`config.mk`:
```
export PLATFORM = sky130hd
export DESIGN_NAME = div_seq
export DESIGN_NICKNAME = d
export VERILOG_FILES = /design/src/rtl/div_seq.sv
export SDC_FILE = /design/constraint.sdc
export NUM_CORES = 1
export LEC_CHECK = 0
export ABC_AREA = 0
export BUFFER_PORTS_ARGS = -buffer_cell sky130_fd_sc_hd__buf_2
export CORE_UTILIZATION = 51
export DETAILED_ROUTE_END_ITERATION = 12
export PLACE_DENSITY = 0.72
export SYNTH_ARGS = -nofsm -noshare
export SYNTH_HDL_FRONTEND = slang
export SYNTH_SLANG_ARGS = --single-unit
```
`constraint.sdc`:
```
create_clock -name clk -period 8.8 [get_ports clk]
set_input_delay 1.32 -clock clk [delete_from_list [all_inputs] [get_ports clk]]
set_output_delay 1.32 -clock clk [all_outputs]
set_load 0.05 [all_outputs]
```
`src/rtl/div_seq.sv`:
```
// Sequential signed divider (DIV): restoring shift-subtract on operand magnitudes,
// one quotient bit per clock, with sign fix-up applied when the result is written.
module div_seq #(
    parameter int WIDTH = 32
) (
    input  logic             clk,
    input  logic             reset,
    input  logic             div,
    input  logic [WIDTH-1:0] a,
    input  logic [WIDTH-1:0] b,
    output logic [WIDTH-1:0] high,
    output logic [WIDTH-1:0] low,
    output logic             div_end,
    output logic             div_zero,
    output logic             busy
);

    localparam int CW = $clog2(WIDTH) + 1;
    localparam logic [CW-1:0] LAST_ITER = CW'(WIDTH - 1);

    typedef enum logic [1:0] {
        IDLE = 2'd0,
        CALC = 2'd1,
        DONE = 2'd2
    } state_t;

    state_t           state_r;
    state_t           state_s;
    logic [WIDTH-1:0] dvd_r;
    logic [WIDTH-1:0] dsr_r;
    logic [WIDTH-1:0] rem_r;
    logic [CW-1:0]    count_r;
    logic             sign_q_r;
    logic             sign_r_r;

    logic             start_s;
    logic             zero_s;
    logic [WIDTH:0]   shift_s;
    logic [WIDTH-1:0] diff_s;
    logic             fits_s;

    // Two's complement magnitude; the most negative value maps onto itself as unsigned.
    function automatic logic [WIDTH-1:0] magnitude(input logic [WIDTH-1:0] x);
        return x[WIDTH-1] ? (-x) : x;
    endfunction

    // Next-state logic, start/zero decode and one restoring-division step.
    always_comb begin
        state_s = state_r;
        start_s = 1'b0;
        zero_s  = 1'b0;
        shift_s = {rem_r, dvd_r[WIDTH-1]};
        // When the trial subtraction fits, the true difference is below 2^WIDTH.
        diff_s  = shift_s[WIDTH-1:0] - dsr_r;
        fits_s  = (shift_s >= {1'b0, dsr_r});
        case (state_r)
            IDLE: begin
                if (div) begin
                    if (b == {WIDTH{1'b0}}) begin
                        zero_s = 1'b1;
                    end else begin
                        start_s = 1'b1;
                        state_s = CALC;
                    end
                end else begin
                    state_s = IDLE;
                end
            end
            CALC: begin
                if (count_r == LAST_ITER) begin
                    state_s = DONE;
                end else begin
                    state_s = CALC;
                end
            end
            DONE: begin
                state_s = IDLE;
            end
            default: begin
                state_s = IDLE;
            end
        endcase
    end

    // State, datapath and registered outputs; reset abandons any division in flight.
    always_ff @(posedge clk) begin
        if (!reset) begin
            state_r  <= IDLE;
            dvd_r    <= {WIDTH{1'b0}};
            dsr_r    <= {WIDTH{1'b0}};
            rem_r    <= {WIDTH{1'b0}};
            count_r  <= {CW{1'b0}};
            sign_q_r <= 1'b0;
            sign_r_r <= 1'b0;
            high     <= {WIDTH{1'b0}};
            low      <= {WIDTH{1'b0}};
            div_end  <= 1'b0;
            div_zero <= 1'b0;
            busy     <= 1'b0;
        end else begin
            state_r  <= state_s;
            div_end  <= 1'b0;
            div_zero <= zero_s;
            // busy covers the div_end cycle too, then follows the FSM.
            busy     <= (state_s != IDLE) || (state_r == DONE);
            case (state_r)
                IDLE: begin
                    if (start_s) begin
                        dvd_r    <= magnitude(a);
                        dsr_r    <= magnitude(b);
                        rem_r    <= {WIDTH{1'b0}};
                        count_r  <= {CW{1'b0}};
                        sign_q_r <= a[WIDTH-1] ^ b[WIDTH-1];
                        sign_r_r <= a[WIDTH-1];
                    end else begin
                        count_r <= count_r;
                    end
                end
                CALC: begin
                    rem_r   <= fits_s ? diff_s : shift_s[WIDTH-1:0];
                    dvd_r   <= {dvd_r[WIDTH-2:0], fits_s};
                    count_r <= count_r + {{(CW-1){1'b0}}, 1'b1};
                end
                DONE: begin
                    low     <= sign_q_r ? (-dvd_r) : dvd_r;
                    high    <= sign_r_r ? (-rem_r) : rem_r;
                    div_end <= 1'b1;
                end
                default: begin
                    count_r <= {CW{1'b0}};
                end
            endcase
        end
    end

endmodule
```
======== Yosys cells after proc, flatten, opt, wreduce, memory -nomap -nowiden ========
Cells that the tools add are included.
word-level totals
  output and inout bits ................... 67
  input port bits ......................... 67
  flip-flop bits (word level) ............. 173
  word-level logic and storage cells ...... 54
operators by class
  $add $sub $neg .......................... 6
  equality and inequality tests ........... 4
  bitwise gates (word level) .............. 2
  mux-type cells .......................... 20
  magnitude comparators ................... 1
  reduce and logical (&&, ||, !) cells .... 9
operators with widths
  cell                   count
  $mux W32               7
  $neg A32 Y32           4
  $pmux W32 S2           2
  $ge A33 B32 Y1         1
  $logic_not A32 Y1      1
  $sub A32 B32 Y32       1
  $pmux W6 S3            1
  $add A6 B1 Y6 const B  1
  $eq A6 B5 Y1 const B   1
  $mux W2                3
  $mux W6                1
  $reduce_and A2 Y1      3
  $mux W1                5
  $pmux W2 S2            1
  $reduce_bool A2 Y1     2
  $reduce_and A3 Y1      1
  $eq A2 B1 Y1 const B   1
  $eq A2 B2 Y1 const B   1
  $logic_not A2 Y1       1
  $ne A2 B2 Y1 const B   1
  $logic_or A1 B1 Y1     1
  $not A1 Y1             1
  $xor A1 B1 Y1          1

======== Depth between registers and ports, before layout ========
  depth after elaboration ................. 6
  gate-level depth with buffers ........... 15
  gate-level depth less buffers ........... 13

======== Worst setup path before layout ========
Ideal clock, no wire load.
  path type ............................... input to register
  from .................................... input b[15]
  to ...................................... register rem_r[18]
  slack ................................... 4.727 ns
  library setup time ...................... 0.069 ns
  buffers on the path ..................... 3
  arrival ................................. 4.004 ns
  cell stages on the path ................. 12
  required time ........................... 8.731 ns
  cell sequence ........................... or4_4 -> or4_4 -> or3_4 -> or4_4 -> a21o_1 -> nand2_2 -> and2_1 -> buf_4 -> buf_8 -> buf_8 -> nand2_1 -> o21ai_1
between the ends
  word-level cells in the longest chain between the ends .. 6
RTL lines
  what                                line  RTL
  start, declared                     10    input logic [WIDTH-1:0] b,
  $logic_not A32 Y1                   59    if (b == {WIDTH{1'b0}}) begin
  $mux W1                             59
  $mux W1                             58    if (div) begin
  $mux W1                             56    case (state_r)
  $ne A2 B2 Y1 (no source line)       --
  $reduce_and A2 Y1 (no source line)  --
  end signal, assigned                91    rem_r <= {WIDTH{1'b0}};
  end signal, assigned                111   rem_r <= {WIDTH{1'b0}};
  end signal, assigned                120   rem_r <= fits_s ? diff_s : shift_s[WIDTH-1:0];
  end, declared                       31    logic [WIDTH-1:0] rem_r;
Every way passes these cells.
A chain may end at the register's enable or synchronous reset.

======== Worst setup path after layout ========
  from .................................... input b[15]
  to ...................................... register dvd_r[20]
between the ends
  word-level cells in the longest chain between the ends .. 6
RTL lines
  what                                line  RTL
  $logic_not A32 Y1                   59
  $mux W1                             59
  $mux W1                             58
  $mux W1                             56
  $ne A2 B2 Y1 (no source line)       --
  $reduce_and A2 Y1 (no source line)  --
  end signal, assigned                89    dvd_r <= {WIDTH{1'b0}};
  end signal, assigned                109   dvd_r <= magnitude(a);
  end signal, assigned                121   dvd_r <= {dvd_r[WIDTH-2:0], fits_s};
  end, declared                       29    logic [WIDTH-1:0] dvd_r;
Every way passes these cells.

==> results.tsv <==
metric	value	unit
register area share after synthesis	32.22	%
core area	0.02043	mm²
post-synthesis register bit count	173	
Initial Utilization	52.61	%
max-slew violations	0	
Cells after Synth	1288	
total track usage	25.00	%
total chip power	0.001945	W
R2R cell count	11	
post-route minimum period	4566	ps
crit-path cells	buf_2 > or4_4 > or4_4 > or3_4 > or4_4 > and2_2 > nand2_2 > nor2_1 > a221o_1	
largest net degree at the start of global routing	106	
Hold Path Origin	count_r[5]	
Setup crit end kind	flop	
RD Place Congestion	0.9290	
I/O Buffers	133	
Worst slew margin	23.93	%
H-Tree Depth	4	
Final Net Count	1474	
Setup CP Type	in -> reg	
Max Clk Rate	219.0	MHz
Top delay family on crit path	simple AND/OR/NAND/NOR gates	
clock skew	11.00	ps
residual DRC count	0	
Die Wd	147.2	µm
Slew @ Worst Pin	1141	ps
status	finished, final reports clean	
crit-path max FO	65	
fraction of registers with async set/reset	0	%
top_reg_cell synth	dfxtp_1	
clock buffers created by TritonCTS	17	
GRT Residual Overflow	0	
share of layout cells above drive strength 1	14.47	%
hold worst-path end	count_r[5]	
CTS tree	yes	
first-pass GRT wire length	43760	µm
Die H	147.2	µm
Cell Area, Synth	0.01075	mm²
clock slew at reported path FFs	70	ps
Via density	5.904	
Skew-Pair Late Insertion Delay	440	ps
CTS sink count	173	
vias in the first global route	8528	
Layout fillers	1897	
reg2reg start	rem_r[0]	
hold_buf cts	0	
post-CTS sizing	0	
Pwr Density	161.0	mW/mm²
Worst Path Buf+Inv	1	
most frequent cell on the critical path	or4_4	
CTS root buffer	clkbuf_16	
Cells on Worst Hold Path	1	
CP max stage delay	580	ps
Levels on crit path	9	
count of standard-cell rows	52	
Setup TNS	0	ps
reg2reg end	rem_r[31]	
Worst IR Drop VDD	130.3	µV
number of synthesized flops with an enable pin	0	
RSZ-0062 raised after global routing	no	
required time of the critical path	9130	ps
min-delay worst type	reg -> reg	
DP HPWL	19930	µm
ratio of final minimum period to clock period	51.88	%
ant diodes	0	
Total Wirelength	27130	µm
CTS max path bufs	2	
# IOs	134	
yosys warns	0	
Setup Buffers After CTS	0	
Syn-to-layout area delta	12.36	%
Fin. Hold Viols	0	
Worst EP arrival	4900	ps
antenna-violating nets left	0	
crit path launch type	primary input	
Synthesized Nets	1393	
Leak	6.132	nW
Max Cap Viol	0	
via count	9753	
First-pass DRT Iterations	5	
count of cell types in the netlist	63	
syn avg cell area	8.345	µm²
initial antenna violation count	0	
die area	0.02166	mm²
R2R Setup Slk	4850	ps
Setup violations, final	0	
1st-iter DRT viols	712	
CP max stage cell	nand2_2	
Wirelength per Cell	16.42	µm
-- cell usage after synthesis, drive strengths merged, types with 15 or more instances --
master | n | area share [%]
or3 | 16 | 0.98
buf | 15 | 0.91
a21oi | 37 | 1.7
nor2b | 18 | 1.0
o211a | 83 | 7.7
nor2 | 55 | 1.9
xor2 | 114 | 9.3
inv | 47 | 1.6
a221o | 27 | 2.5
nand3 | 19 | 0.88
o31ai | 33 | 2.3
ha | 37 | 4.3
a21o | 20 | 1.4
mux2i | 21 | 2.0
dfxtp | 173 | 32
nand2 | 193 | 6.8
or4 | 21 | 1.6
xnor2 | 29 | 2.4
o21ai | 103 | 4.8
o41ai | 17 | 1.4
clkbuf | 62 | 2.2
-- how the worst max path moves through the flow --
| stage | start | to | slack [ps] |
|---|---|---|---|
| after global placement | b[15] | dvd_r[11] | 3880 |
| after detailed placement | b[15] | dvd_r[13] | 3800 |
| final | b[15] | dvd_r[20] | 4230 |
| after global routing | b[1] | dvd_r[20] | 4050 |
| after CTS | b[15] | dvd_r[20] | 4240 |
| after floorplan | b[15] | rem_r[18] | 4730 |
-- worst register-to-register path, stage by stage (launching register included) --
cell,delay (ps)
dfxtp_1,570
ha_1,330
nor2b_1,150
o31a_1,270
o21ai_0,290
o21a_1,300
o211a_1,220
o21ai_0,100
nand2_1,530
buf_4,430
mux2_2,380
a221o_1,280
-- final cells by class --
type | instances | area (µm²) | share of cell area (%)
clock buffer | 17 | 425.4 | 3.523
clock inverter | 15 | 172.7 | 1.430
inverter | 47 | 176.4 | 1.461
multi-input combinational | 991 | 6788 | 56.21
sequential | 173 | 3463 | 28.68
tap | 270 | 337.8 | 2.797
timing repair buffer | 139 | 713.2 | 5.906
-- sequential cells by signal, indices dropped and copies added, names as in the netlist --
name      cells
state_r       2
high         32
div_end       1
busy          1
count_r       6
div_zero      1
rem_r        32
dsr_r        32
dvd_r        32
low          32
sign_r_r      1
sign_q_r      1
-- per-layer routing --
metal,GRT usage (%),vias to the layer above,wire (µm)
met4,6.598,0,259
met3,3.913,23,1968
met2,35.31,328,11120
met1,38.68,4558,13780
met5,0,-,0
li1,-,4844,-
-- placed cells by master, fill, tap and decap left out, drive strengths merged, types with 20 or more instances in the layout --
cell | netlist | final
o31ai | 33 | 33
xnor2 | 29 | 29
buf | 15 | 139
dfxtp | 173 | 173
o211a | 83 | 83
mux2i | 21 | 21
o21ai | 103 | 103
inv | 47 | 54
a221o | 27 | 27
ha | 37 | 37
xor2 | 114 | 114
a21o | 20 | 20
or4 | 21 | 21
nand2 | 193 | 193
nor2 | 55 | 55
a21oi | 37 | 37
-- per-stage QoR --
stage               worst slack, ps  cell area [µm²]  instances  utilization [%]  hold WS [ps]
floorplan                      4727            10750       1288                -         432.7
global placement               3880            11480       1620            56.19         456.2
detailed placement             3796            11480       1620            56.19         461.1
CTS                            4237            12080       1652            59.11         467.2
global route                   4054            12080       1652            59.11         491.7
finish                         4234            12080       1652            59.11         467.6
-- cell families (layout without fill, tap and decap cells) --
family,after synthesis,in the layout,synth area share [%]
simple gates,395,395,17.46
compound gates,389,389,26.97
flops,173,173,32.22
xor+xnor,143,143,11.65
buf+inv,124,218,4.715
fa+ha+maj,38,38,4.494
mux,26,26,2.480
-- report_power, final --
part,switching [W],leakage (nW),internal [W]
clock,0.000370,0.294,0.000383
combinational,0.000204,4.43,0.000137
sequential,0.0000394,1.41,0.000812
Power figures use the tool's default switching activity.
